## src/rtl/chan_mux_pkg.sv

```systemverilog
// Shared types and sizing helpers for the channel select multiplexer.
package chan_mux_pkg;

    typedef enum logic {
        MODE_FIXED = 1'b0,
        MODE_RR    = 1'b1
    } mux_mode_e;

    // Index width for n channels; a 2-channel mux still needs one select bit.
    function automatic int sel_w(input int n);
        return (n <= 2) ? 1 : $clog2(n);
    endfunction

endpackage

```

## src/rtl/chan_select_mux_rr_pick.sv

```systemverilog
// Rotating-priority picker: first asserted request at or after ptr, wrapping mod N_CH.
module rr_pick
    import chan_mux_pkg::*;
#(
    parameter int N_CH  = 8,
    parameter int SEL_W = sel_w(N_CH)
) (
    input  logic [N_CH-1:0]  req,
    input  logic [SEL_W-1:0] ptr,
    output logic [SEL_W-1:0] gnt_idx,
    output logic             gnt_vld
);

    int idx;

    // Scan from the farthest offset down so the nearest hit to ptr is written last.
    always_comb begin
        gnt_idx = '0;
        gnt_vld = 1'b0;
        idx     = 0;
        for (int k = N_CH - 1; k >= 0; k--) begin
            idx = int'(ptr) + k;
            if (idx >= N_CH) idx = idx - N_CH;
            if (req[idx]) begin
                gnt_idx = SEL_W'(idx);
                gnt_vld = 1'b1;
            end
        end
    end

endmodule

```

## src/rtl/chan_select_mux.sv

```systemverilog
// Registered N-to-1 channel mux with valid/ready handshakes; fixed or round-robin channel choice.
module chan_select_mux
    import chan_mux_pkg::*;
#(
    parameter int N_CH  = 8,
    parameter int WIDTH = 8,
    parameter int SEL_W = sel_w(N_CH)
) (
    input  logic                  clk,
    input  logic                  rst,
    input  logic                  mode,
    input  logic [SEL_W-1:0]      sel_in,
    input  logic [N_CH*WIDTH-1:0] in_data,
    input  logic [N_CH-1:0]       in_valid,
    output logic [N_CH-1:0]       in_ready,
    output logic [WIDTH-1:0]      out_data,
    output logic [SEL_W-1:0]      out_ch,
    output logic                  out_valid,
    input  logic                  out_ready
);

    logic [SEL_W-1:0] rr_ptr;
    logic [SEL_W-1:0] rr_idx;
    logic             rr_vld;
    logic [SEL_W-1:0] g;
    logic             g_vld;
    logic             load_en;
    logic             xfer;

    rr_pick #(.N_CH(N_CH), .SEL_W(SEL_W)) u_pick (
        .req     (in_valid),
        .ptr     (rr_ptr),
        .gnt_idx (rr_idx),
        .gnt_vld (rr_vld)
    );

    assign load_en = !out_valid || out_ready;

    // Out-of-range fixed selects (only possible when N_CH is not a power of two) grant nothing.
    always_comb begin
        g     = sel_in;
        g_vld = (32'(sel_in) < N_CH);
        if (mux_mode_e'(mode) == MODE_RR) begin
            g     = rr_idx;
            g_vld = rr_vld;
        end
    end

    always_comb begin
        in_ready = '0;
        if (!rst && g_vld && load_en) in_ready[g] = 1'b1;
    end

    assign xfer = |(in_valid & in_ready);

    always_ff @(posedge clk) begin
        if (rst) begin
            out_valid <= 1'b0;
            out_data  <= '0;
            out_ch    <= '0;
            rr_ptr    <= '0;
        end else begin
            if (xfer) begin
                out_valid <= 1'b1;
                out_data  <= in_data[int'(g)*WIDTH +: WIDTH];
                out_ch    <= g;
            end else if (out_ready) begin
                out_valid <= 1'b0;
            end
            if (xfer && mux_mode_e'(mode) == MODE_RR)
                rr_ptr <= (g == SEL_W'(N_CH - 1)) ? '0 : g + 1'b1;
        end
    end

endmodule

```

## config.mk

```make
export PLATFORM = sky130hd
export DESIGN_NAME = chan_select_mux
export DESIGN_NICKNAME = d
export VERILOG_FILES = /design/src/rtl/chan_mux_pkg.sv /design/src/rtl/chan_select_mux_rr_pick.sv /design/src/rtl/chan_select_mux.sv
export SDC_FILE = /design/constraint.sdc
export NUM_CORES = 1
export LEC_CHECK = 0
export CORE_ASPECT_RATIO = 0.9
export CORE_MARGIN = 2
export CORE_UTILIZATION = 45
export CTS_CLUSTER_DIAMETER = 80
export DETAILED_ROUTE_END_ITERATION = 16
export GPL_TIMING_DRIVEN = 0
export HOLD_SLACK_MARGIN = 0.12
export MAX_ROUTING_LAYER = met4
export PLACE_DENSITY = 0.87
export SLEW_MARGIN = 30
export SYNTH_ARGS = -nofsm -noshare
export SYNTH_HDL_FRONTEND = slang
export SYNTH_HIERARCHICAL = 1
export SYNTH_SLANG_ARGS = --single-unit
```

## constraint.sdc

```tcl
create_clock -name clk -period 10.5 [get_ports clk]
set_clock_uncertainty 0.15 [all_clocks]
set_input_delay 2.625 -clock clk [delete_from_list [all_inputs] [get_ports clk]]
set_output_delay 2.625 -clock clk [all_outputs]
set_load 0.05 [all_outputs]
```

* Word level (Yosys, flattened, before mapping)
Index checks and enable logic that the tools add are counted.
Storage, ports and cells: register bits 15, bits in latches 0, input port bits 79, bits in writable memories 0, memory bits (read-only) 0, logic and storage cells 106, memories 0
Cells by class: divide/modulo/power cells 0, equal/unequal tests 1, add/sub/neg operators 16, mux-type cells 56, order comparisons 18, shift-type cells 1, multiply operators 0, reduce and logical (&&, ||, !) cells 9, bitwise logic cells 1
Operators with widths (count):
- less-than comparator 32 x 5 -> 1 bit (second input constant) | 8
- two-way mux 32 bit | 8
- greater-or-equal comparator 32 x 5 -> 1 bit (second input constant) | 7
- subtractor 32 x 5 -> 32 bit (second input constant) | 7
- indexed part select 64 x 7 -> 8 bit | 1
- two-way mux 3 bit | 10
- two-way mux 1 bit | 28
- binary-select mux 1 bit (select 3 bit) | 8
- adder 3 x 3 -> 4 bit (second input constant) | 4
- adder 3 x 2 -> 4 bit (second input constant) | 2
- AND 8 bit | 1
- two-way mux 8 bit | 1
- OR reduction 8 bit | 1
- subtractor 3 x 4 -> 5 bit (second input constant) | 1
- adder 3 x 1 -> 4 bit (second input constant) | 1
- greater-or-equal comparator 3 x 4 -> 1 bit (second input constant) | 1
- logical AND 1 bit | 4
- less-than comparator 3 x 4 -> 1 bit (second input constant) | 1
- adder 3 x 1 -> 3 bit (second input constant) | 1
- demux 1 bit (select 3 bit) | 1
- equality test 3 bit (second input constant) | 1
- greater-or-equal comparator 3 x 1 -> 1 bit (second input constant) | 1
- zero test 1 bit | 2
- nonzero test 2 bit | 1
- logical OR 1 bit | 1

* Longest topological paths before layout
Gate-level depths: netlist of the first run.
depth after elaboration 23, gate-level depth with buffers 19, depth with buffers taken out 14

* Cells and area by module
Netlist of the first run, hierarchy kept.
Modules (own cells, without submodules):
- chan_select_mux | instances 1, cells each 200, area an instance 1305.0 um2
- rr_pick | instances 1, cells each 90, area an instance 782.0 um2

* Worst setup path after synthesis of the first run
Ideal clock, no wire load.
path kind input-to-output, from input in_valid[0], to output in_ready[0], required time 7725 ps, path buffers 1, arrival 5550 ps, slack 2175 ps, stages on the path 10, path through mux4_1 -> mux2_4 -> o21ai_2 -> a31oi_1 -> o21bai_1 -> mux2_1 -> mux2i_4 -> clkbuf_1 -> nand2_1 -> nor2_1
Between the ends: longest elaborated chain between the ends 17, elaborated cells between the ends (all ways) 50, those cells by class 2 x order compare; 45 x mux; 3 x reduce/logical
Ends and longest elaborated chain:
- start, declared | line chan_select_mux.sv:14 | input logic [N_CH-1:0] in_valid,
- binary-select mux 1 bit (select 3 bit) | line chan_select_mux_rr_pick.sv:24 | if (req[idx]) begin
- two-way mux 1 bit (not written as such) (2 in a row) | line chan_select_mux_rr_pick.sv:24
- two-way mux 3 bit (7 in a row) | line chan_select_mux_rr_pick.sv:24
- two-way mux 3 bit (*) | line chan_select_mux_rr_pick.sv:24
- via rr_idx[0] | line chan_select_mux.sv:23 | logic [SEL_W-1:0] rr_idx;
- two-way mux 3 bit (*) | line chan_select_mux.sv:43 | if (mux_mode_e'(mode) == MODE_RR) begin
- less-than comparator 3 x 4 -> 1 bit (not written as such) or greater-or-equal comparator 3 x 1 -> 1 bit (tied branches) | line chan_select_mux.sv:51 | if (!rst && g_vld && load_en) in_ready[g] = 1'b1;
- logical AND 1 bit (not written as such) | line chan_select_mux.sv:51
- two-way mux 1 bit (not written as such) | line chan_select_mux.sv:51
- demux 1 bit (select 3 bit) (*) | line chan_select_mux.sv:51
- two-way mux 8 bit (*) | line chan_select_mux.sv:51
- end, declared | line chan_select_mux.sv:15 | output logic [N_CH-1:0] in_ready,
Mark *: on every way through the listed nets, which the timed path passes. The rest lies on a longest branch. The select of a mux whose other input is x is not followed.

* Worst setup path in the final report of the first run
from input in_valid[1], to output in_ready[4]
The elaborated chain is that of the path after synthesis.

==> reports/metrics.yaml, run 1 <==
outcome: "finished clean"
fin_tns_setup_ns: 0
cts_buffers: 3
ys_ff_latch: 15
dp_hpwl_um: 5990
synth-async-reset-ratio_pct: 0
post_dp_cell_area_um2: 3150
dieArea_um2: 5200
fmax_mhz: 103
multi_input_area_um2: 1650
core_area_um2: 4460
wl_um: 7430
drt-wirelength-per-cell_um: 16.4
synth.most_common_cell: "nand2_1"
globalplace.congestion: 0.930
tightest_slew_ns: 0.568
postCtsResizedCells: 0
cts_tree: "yes"
clk_path_buf_depth: 2
start_util_pct: 46.8
slew_headroom_pct: 62.0
cp_common_cell: "clkdlybuf4s50_1"
yosys_warnings: 6
clock-root-buffer: "clkbuf_8"
ys.flop_type: "dfxtp_1"
grt_pass1_vias: 2240
drv_slew: 0
p_leak_uw: 0.00127
layout-drive-gt1-share_pct: 7.14
final_cell_area_um2: 3190
post-cts-setup-buffers: 0
synth_area_um2: 2090
critPathKind: "input port to output pin"
path_clk_slew_ns: 0.06
critPathArrivalTime_ns: 6.89
fp.dieH_um: 68.6
synth_edf_count: 0
drv_cap: 0
slowest_stage: "clkdlybuf4s50_1"
drt_iter0_markers: 277
max_stage_delay_ns: 0.83
cts_hold_buf: 0
viasPerCell: 5.69
io_pins: 99
dr_total_vias: 2585
synth_cell_type_count: 49
hold_class: "flip-flop to flip-flop"
die-width_um: 75.8
area_growth_pct: 52.9
grt_start_max_net_pins: 11
grt_pass1_wl_um: 11000
synth_top_area_cell: "dfxtp_1"
design.final.nets: 475
fill_cells: 352
rsz0062_at_grt: "no"
syn_avg_cell_area_um2: 7.20
synth.area.top_cells: "dfxtp_1 14%, nand2_1 14%, a21oi_1 9.8%, mux2i_1 9.1%, mux4_1 6.3%"
end_kind: "output pin"
finalSetupViolations: 0
portBuffers: 98
ant_nets: 0
netlist_instances: 290
power_density_nw_per_um2: 264
std_cell_rows: 23
cp-start-kind: "input port"
crit_chain: "clkdlybuf4s50_1 -> mux4_1 -> mux2_4 -> o21ai_2 -> a31oi_1 -> o21bai_1 -> mux2_1 -> mux2i_4 -> clkbuf_1 -> nand2_1 -> nor2_1 -> clkdlybuf4s50_1"
final_hold_viol_count: 0
grt_use_total_pct: 28.6
drc_errors: 0
period_needed_ns: 9.66
regArea_um2: 300
period_share_pct: 92.0
antenna_found_initial: 0
vdd_drop_max_mv: 0.219
cp_max_fo: 10
grt_overflow: 0
synth_common_cells: "77 x nand2_1, 41 x a21oi_1, 19 x mux2i_1, 17 x nor2_1, 15 x dfxtp_1"
drtPass1Iterations: 5
ys_seq_area_share_pct: 14.4
cp_top_family: "buffers and inverters"
cp_data_required_time_ns: 7.73
cts-htree-levels: 1
clk-insertion-delay-late_ns: 0.25
synth_fp_nets: 372
cts_sinks: 15
critical_path_buf_inv_count: 3
antenna_cells: 0
synth_top_cell_area_share_pct: 14.4
==> cells in the final DEF, fill, tap and decap left out, types with 4 or more instances in the layout <==
cell	count
nor4_1	9
a21oi_1	41
mux2_2	4
nor2b_1	5
clkbuf_1	14
mux2i_1	19
o21ai_0	4
dfxtp_1	15
nand2b_1	13
nand2_1	77
nor2_1	17
mux4_2	5
inv_1	7
buf_4	4
mux4_1	5
clkdlybuf4s50_1	98
==> worst register-to-register path: stages, from the launching register on <==
cell and delay (ns):
dfxtp_1 0.35, buf_4 0.17, buf_4 0.18, inv_1 0.14, ha_1 0.29, clkbuf_1 0.35
mux4_1 0.50, a21oi_1 0.32, o211ai_1 0.13, a211oi_1 0.26, nor4b_1 0.09, o22ai_1 0.45
inv_1 0.09, a32oi_1 0.31, clkbuf_1 0.44, a21oi_1 0.09, nor4_1 0.50, mux2i_1 0.13
==> cell type report <==
cell class                      instances  area share, %
Multi-Input combinational cell        246           51.6
Timing Repair Buffer                   98           30.7
Sequential cell                        15           9.41
Buffer                                 20           3.33
Tap cell                               62           2.43
Clock buffer                            4           1.41
Inverter                                9           1.06
==> path summary, 6_finish.rpt <==
check                           start                        to  slack (ns)  depth (start not counted)
max                       in_valid[1]               in_ready[4]        0.84                         12
min          out_data[1]$_SDFFE_PP0P_  out_data[1]$_SDFFE_PP0P_        0.33                          2
max reg2reg    rr_ptr[1]$_SDFFE_PP0P_  out_data[7]$_SDFFE_PP0P_        5.40                         17
min reg2reg  out_data[1]$_SDFFE_PP0P_  out_data[1]$_SDFFE_PP0P_        0.33                          2
==> sequential cells by signal (all words and copies together), names as in the netlist <==
register and cells:
rr_ptr 3, out_valid 1, out_ch 3, out_data 8
==> cell families (layout without fill, tap and decap cells) <==
family	Yosys count	in the layout	synth area share, %
buffers and inverters	29	131	6.71
DFF	15	15	14.4
muxes	38	38	26.4
adders and majority gates	3	3	1.80
xor gates and xnor gates	4	4	1.68
AOI/OAI and AO/OA	73	73	21.9
and+or+nand+nor	128	128	27.1
==> power by group <==
group          internal [µW]  leakage [µW]  switching [µW]
registers               73.7      0.000123            12.4
clock network           26.9     0.0000228            19.7
logic                    282       0.00113             429
total                    383       0.00127             461
==> per-layer routing <==
layer | routed length (µm) | global-route usage, %
met1 | 3270 | 42.2
met2 | 3490 | 43.5
met3 | 584 | 1.16
met4 | 89 | 5.70
met5 | 0 | -
==> metrics by stage <==
step / hold WS [ns] / instances / worst slack, ns / util (%) / total power [µW]
after detailed placement: 0.327 / 450 / 0.873 / 70.5 / 785
final: 0.330 / 454 / 0.835 / 71.5 / 844
after floorplan: 0.344 / 290 / 2.18 / - / 596
after global placement: 0.311 / 450 / 0.937 / 70.5 / 772
after global routing: 0.356 / 454 / 0.654 / 71.5 / 906
after CTS: 0.338 / 454 / 0.868 / 71.5 / 834
No activity file was read; power rests on OpenSTA's default activity.
==> run 2, diff against run 1 <==
- RECOVER_POWER: unset -> 50
==> run 2 against run 1 <==
Compared with the run above: core utilization down 0.28 points; non-clock buffer count unchanged; final cell count stayed put; via count increased by 0.19%; combinational power fell by 1%; maximum frequency shrank 0.82%; sequential power down 0.7%; clock-buffer cell count did not move; total power shrank 0.93%; largest cell class unchanged; first-iteration DRC count is 5.1% lower; register-to-register slack worse by 0.33 ns.
==> reports/metrics.yaml, run 2 (synthesis results as in run 1) <==
regArea_um2: 300
grt_overflow: 0
start_util_pct: 46.8
period_share_pct: 92.8
drt-wirelength-per-cell_um: 16.5
antenna_found_initial: 0
drv_slew: 0
switching_share_pct: 55.0
fin_tns_setup_ns: 0
tightest_slew_ns: 0.650
core_area_um2: 4460
dp_hpwl_um: 5990
portBuffers: 98
cts_hold_buf: 0
post_dp_cell_area_um2: 3150
cp_data_required_time_ns: 7.73
clock-root-buffer: "clkbuf_8"
critPathKind: "input port to output pin"
std_cell_rows: 23
antenna_cells: 0
switching_power_uw: 459
final_hold_viol_count: 0
max_stage_delay_ns: 0.83
cp-start-kind: "input port"
clk_path_buf_depth: 2
fp.dieH_um: 68.6
cts_sinks: 15
top_register: "out_data"
drv_cap: 0
ant_nets: 0
pwr-share-seq_pct: 10.2
fill_cells: 355
dr_total_vias: 2590
outcome: "finished clean"
globalplace.congestion: 0.930
area_growth_pct: 52.3
grt_use_total_pct: 28.6
cts_buffers: 3
drt_iter0_markers: 263
period_needed_ns: 9.74
critPathArrivalTime_ns: 6.97
slew_headroom_pct: 56.7
drtPass1Iterations: 5
vdd_drop_max_mv: 0.220
cts-htree-levels: 1
internal_power_uw: 377
fmax_mhz: 103
design.final.nets: 475
final_cell_mix: "85 x clkdlybuf4s50_1, 77 x nand2_1, 41 x a21oi_1, 19 x mux2i_1, 17 x nor2_1"
clkPwrFrac_pct: 5.6
wl_um: 7480
grt_pass1_vias: 2240
reg.largest.list: "out_data x8, out_ch x3, rr_ptr x3"
dieArea_um2: 5200
end_kind: "output pin"
pwr-share-comb_pct: 84.2
power_density_nw_per_um2: 263
largest_register_ffs: 8
viasPerCell: 5.70
rsz0062_at_grt: "no"
cp_max_fo: 10
grt_pass1_wl_um: 11000
crit_chain: "dlygate4sd3_1 -> mux4_1 -> mux2_4 -> o21ai_2 -> a31oi_1 -> o21bai_1 -> mux2_1 -> mux2i_4 -> clkbuf_1 -> nand2_1 -> nor2_1 -> clkdlybuf4s50_1"
io_pins: 99
postCtsResizedCells: 0
post-cts-setup-buffers: 0
drc_errors: 0
grt_start_max_net_pins: 11
layout_commonest_cell: "clkdlybuf4s50_1"
clk-insertion-delay-late_ns: 0.25
fin_total_pwr_uw: 836
path_clk_slew_ns: 0.06
die-width_um: 75.8
hold_class: "flip-flop to flip-flop"
finalSetupViolations: 0
multi_input_area_um2: 1640
layout-drive-gt1-share_pct: 6.38
cts_tree: "yes"
final_cell_area_um2: 3180
slowest_stage: "clkdlybuf4s50_1"
p_leak_uw: 0.00130
==> run 2: area by class of cell <==
type                       instances  share of cell area, %
buffer                            20                   3.23
clock buffer                       4                   1.42
inverter                           9                   1.06
multi-input combinational        246                   51.5
sequential                        15                   9.45
tap                               62                   2.44
timing repair buffer              98                   30.9
==> run 2: final timing paths <==
| path | from | endpoint | slack (ns) | depth (start not counted) |
|---|---|---|---|---|
| worst max register to register | rr_ptr[1]$_SDFFE_PP0P_ | out_data[4]$_SDFFE_PP0P_ | 5.07 | 19 |
| worst min register to register | out_data[1]$_SDFFE_PP0P_ | out_data[1]$_SDFFE_PP0P_ | 0.33 | 2 |
| worst max-delay path | in_valid[1] | in_ready[4] | 0.76 | 12 |
| worst min-delay path | out_data[1]$_SDFFE_PP0P_ | out_data[1]$_SDFFE_PP0P_ | 0.33 | 2 |
==> run 2: routing by layer <==
metal / share of wire (%) / track usage [%] / vias up / routed length, µm
met3: 7.2 / 1.16 / 10 / 541
li1: - / - / 1246 / -
met2: 47 / 43.5 / 136 / 3520
met1: 45 / 42.2 / 1198 / 3340
met4: 1.2 / 5.70 / 0 / 91
met5: 0 / - / - / 0
==> run 2: power by group through the flow <==
stage | sequential, µW | clock [µW] | combinational, µW
final | 85.5 | 46.5 | 704
after detailed placement | 86.7 | 0 | 698
after floorplan | 121 | 0 | 475
after CTS | 85.9 | 47.4 | 700
after global placement | 86.0 | 0 | 686
after global routing | 87.3 | 49.0 | 761
==> run 2: metrics by stage <==
| step | util [%] | setup slack [ns] | hold slack [ns] | cells |
|---|---|---|---|---|
| after floorplan | - | 2.18 | 0.344 | 290 |
| after global placement | 70.5 | 0.937 | 0.311 | 450 |
| after detailed placement | 70.5 | 0.873 | 0.327 | 450 |
| after CTS | 71.5 | 0.868 | 0.338 | 454 |
| after global routing | 71.2 | 0.553 | 0.354 | 454 |
| final | 71.2 | 0.755 | 0.328 | 454 |
==> run 2: critical path, delay by kind of cell <==
| family | cells | cell delay (ns) |
|---|---|---|
| compound gates | 3 | 0.40 |
| simple gates | 2 | 0.35 |
| mux | 4 | 1.72 |
| buf+inv | 3 | 1.87 |
==> run 3, diff against run 2 <==
- SLEW_MARGIN: 30 -> 15
==> results of run 3 <==
Final layout, timing and power as in run 2 (identical DEF).
==> variant 1 (flow settings as in run 2) <==
Change the parameter `WIDTH` from 8 to 9.
--- a/src/rtl/chan_select_mux.sv
+++ b/src/rtl/chan_select_mux.sv
@@ -3,7 +3,7 @@
     import chan_mux_pkg::*;
 #(
     parameter int N_CH  = 8,
-    parameter int WIDTH = 8,
+    parameter int WIDTH = 9,
     parameter int SEL_W = sel_w(N_CH)
 ) (
     input  logic                  clk,
Ports: changed (resized in_data and out_data); port bits go from 99 to 108. The function was not compared with the original's and may differ.
==> variant 1 against run 2 <==
Design area up 5.3%. Worst setup slack worse by 0.019 ns. Area after synthesis is 5.0% higher. Non-clock buffer count increased by 9. Critical path depth rose by 1. Register-to-register slack better by 0.07 ns. Maximum frequency shrank 0.19%. Total power grew 2.3%. Wire length increased by 0.33%. Sequential cell count grew 1. Highest routed layer unchanged.
==> variant 1: results <==
set metrics [dict create \
    tightestPinTransition_ns 0.6757 \
    setup.worst_path.end "in_ready[0]" \
    dp.cells 478 \
    r2r_setup_slack_ns 5.14 \
    port_buffers 106 \
    final_layout_net_count 508 \
    arrival_ns 6.99 \
    syn_inst 307 \
    max-vdd-ir-drop_v 0.0001786 \
    fillCellCount 387 \
    hold-path-endpoint "out_data[0]$_SDFFE_PP0P_" \
    largestRegisters "out_data: 9 flops, out_ch: 3 flops, rr_ptr: 3 flops" \
    worstHoldStart "out_data[0]$_SDFFE_PP0P_" \
    totalPowerFinal_mw 0.8550 \
    placed_cell_area_um2 3333 \
    first_pass_iters 4 \
    detail_placement_hpwl_um 6098 \
    layout_worst_path_cycle_share_pct 92.99 \
    leakage_component_of_the_power_nw 1.385 \
    ys_top_cells_by_area "dfxtp_1 15%, nand2_1 15%, a21oi_1 11%, mux2i_1 9.1%, mux4_1 6.0%" \
    post_synth_most_frequent_cells "85 x nand2_1, 46 x a21oi_1, 20 x mux2i_1" \
    yosysSeqAreaShare_pct 14.62 \
    run_status "finished clean" \
    gp_congestion 0.9312 \
    wl_um 7509 \
    seq_power_share_pct 10.6 \
    wl_per_cell_um 15.61 \
    global_route.usage.total_pct 27.62 \
    cpPeakStageDelay_ns 0.81 \
    crit-reg2reg-capture "out_data[3]$_SDFFE_PP0P_" \
    cts-resized-gates 0 \
    worst_hold_margin_ns 0.3207 \
    grt_first_pass_wirelength_um 11740 \
    drive_gt1_share_pct 6.250 \
    synthesis.nets 397 \
    num_vias 2690 \
    r2r_cells 17 \
    critPathLaunch "in_valid[0]" \
]
-- variant 1: layout make-up --
type                       count  area, um2  area share [%]
sequential                    16      320.3           9.574
inverter                       8      32.53          0.9723
clock buffer                   3      41.29           1.234
buffer                        21      110.1           3.291
multi-input combinational    262       1699           50.79
timing repair buffer         106       1061           31.71
tap                           65      81.33           2.431
-- variant 1: cells by family (layout without fill, tap and decap cells) --
family,after synthesis,count (layout),synth area share [%]
AO/OA/AOI/OAI,76,76,21.36
AND/OR/NAND/NOR,140,140,28.27
buffers and inverters,29,138,6.854
flip-flops,16,16,14.62
XOR/XNOR,4,4,1.599
adder cells (fa/ha/maj),3,3,1.713
multiplexers,39,39,25.59
-- variant 1: routing by layer --
metal | vias up | wire length [um] | track usage (%)
met5 | - | 0 | -
met4 | 0 | 114 | 8.730
met3 | 12 | 584 | 2.067
met2 | 131 | 3712 | 46.09
met1 | 1226 | 3097 | 35.83
li1 | 1321 | - | -
==> variant 2 (config.mk and constraints of run 2) <==
Made on the original files. Add an input register stage for `mode`, cleared by the reset; this delays it by one clock. The other inputs are not delayed to match.
--- a/src/rtl/chan_select_mux.sv
+++ b/src/rtl/chan_select_mux.sv
@@ -18,6 +18,16 @@
     output logic                  out_valid,
     input  logic                  out_ready
 );
+
+    logic mode_q;
+
+    always_ff @(posedge clk) begin
+        if (rst) begin
+            mode_q <= '0;
+        end else begin
+            mode_q <= mode;
+        end
+    end
 
     logic [SEL_W-1:0] rr_ptr;
     logic [SEL_W-1:0] rr_idx;
@@ -40,7 +50,7 @@
     always_comb begin
         g     = sel_in;
         g_vld = (32'(sel_in) < N_CH);
-        if (mux_mode_e'(mode) == MODE_RR) begin
+        if (mux_mode_e'(mode_q) == MODE_RR) begin
             g     = rr_idx;
             g_vld = rr_vld;
         end
@@ -67,7 +77,7 @@
             end else if (out_ready) begin
                 out_valid <= 1'b0;
             end
-            if (xfer && mux_mode_e'(mode) == MODE_RR)
+            if (xfer && mux_mode_e'(mode_q) == MODE_RR)
                 rr_ptr <= (g == SEL_W'(N_CH - 1)) ? '0 : g + 1'b1;
         end
     end
Function: changed (Yosys sat finds a counterexample within 4 cycles, from zero or initial values and one cycle with rst high).
==> variant 2 against run 2 <==
Count of clock-buffer cells in the layout stayed put. Area after synthesis is 1.3% higher. Worst hold slack worse by 0.00083 ns. Wire length is 0.53% lower. Worst setup slack worse by 0.063 ns. Die area is 1.2% higher. Sequential share of layout area is 0.52 points higher. Sequential cell count is 1 higher. Design area is 1.1% higher. First-iteration DRC count is 34% lower. Synthesized cell count is 0.69% higher. Via count is 0.73% higher. Critical endpoint is now in_ready[2]. Largest cell class unchanged.
Power is not compared: it rests on default switching activity, and its combinational part moved more than twofold at a synthesized area within 25%.
==> variant 2: results <==
set metrics [dict create \
    run_status "finished clean" \
    synthesis.nets 374 \
    timing.rr.start "rr_ptr[1]$_SDFFE_PP0P_" \
    worstHoldStart "out_data[2]$_SDFFE_PP0P_" \
    crit-reg2reg-capture "out_data[7]$_SDFFE_PP0P_" \
    post_synth_most_frequent_cells "77 x nand2_1, 41 x a21oi_1, 19 x mux2i_1" \
    final_layout_net_count 477 \
    cts-root-to-sink-buffers 2 \
    grt_first_pass_wirelength_um 11880 \
    fillCellCount 392 \
    cpPeakStageDelay_ns 0.83 \
    hold-path-endpoint "out_data[2]$_SDFFE_PP0P_" \
    cts_buffers 3 \
    synth_top_flop_cell "dfxtp_1" \
    first_global_vias 2413 \
    wl_per_cell_um 16.32 \
    max-vdd-ir-drop_v 0.00005255 \
    wl_um 7444 \
    r2r_setup_slack_ns 5.13 \
    num_vias 2609 \
    tightestPinTransition_ns 0.6743 \
    dp.cells 452 \
    setup.worst_path.end "in_ready[2]" \
    post_placement_worst_setup_slack_ns 0.8029 \
    global_route.usage.total_pct 28.23 \
    cp_max_fo 10 \
    detail_placement_hpwl_um 5945 \
    port_buffers 98 \
    initialDrtViolationCount 173 \
    maxClockFrequency_mhz 102.0 \
    clkLatencyLatePin_ns 0.25 \
    yosysSeqAreaShare_pct 15.16 \
    grt_antenna_before_repair 0 \
    ys_top_cells_by_area "dfxtp_1 15%, nand2_1 14%, a21oi_1 9.7%, mux2i_1 9.0%, mux4_1 6.2%" \
    first_pass_iters 4 \
    r2r_cells 19 \
    drive_gt1_share_pct 6.599 \
    gp_congestion 0.9619 \
    critPathLaunch "in_valid[0]" \
    syn_inst 292 \
]
[variant 2: through the flow]
step                hold WS (ns)  instance area [um2]
floorplan                 0.3437                 2113
global placement          0.3111                 3172
detailed placement        0.3195                 3172
CTS                       0.3303                 3227
global route              0.3427                 3214
finish                    0.3269                 3214
[variant 2: cell families (layout without fill, tap and decap cells)]
kind of cell | Yosys count | after routing | synth area share, %
AOI/OAI and AO/OA | 73 | 73 | 21.67
xor gates and xnor gates | 4 | 4 | 1.658
adders and majority gates | 3 | 3 | 1.776
buffers and inverters | 29 | 131 | 6.631
DFF | 16 | 16 | 15.16
muxes | 38 | 38 | 26.05
and+or+nand+nor | 129 | 129 | 27.06
[variant 2: power groups by stage]
| stage | logic [mW] | registers [mW] | clock network, mW |
|---|---|---|---|
| floorplan | 0.118 | 0.100 | 0 |
| global placement | 0.218 | 0.0756 | 0 |
| detailed placement | 0.222 | 0.0759 | 0 |
| CTS | 0.223 | 0.0750 | 0.0544 |
| global route | 0.237 | 0.0755 | 0.0569 |
| finish | 0.222 | 0.0746 | 0.0538 |
[variant 2: area by class of cell]
class / count / area (um2) / share of cell area (%)
multi-input combinational: 247 / 1644 / 51.15
clock buffer: 4 / 55.05 / 1.713
buffer: 20 / 102.6 / 3.192
inverter: 9 / 33.78 / 1.051
timing repair buffer: 98 / 980.9 / 30.52
sequential: 16 / 320.3 / 9.965
tap: 62 / 77.57 / 2.413
[variant 2: metal layers]
| layer | track usage [%] | share of wire, % |
|---|---|---|
| met1 | 41.33 | 47 |
| met2 | 42.97 | 45 |
| met3 | 1.832 | 6.0 |
| met4 | 6.061 | 2.0 |
| met5 | - | 0 |
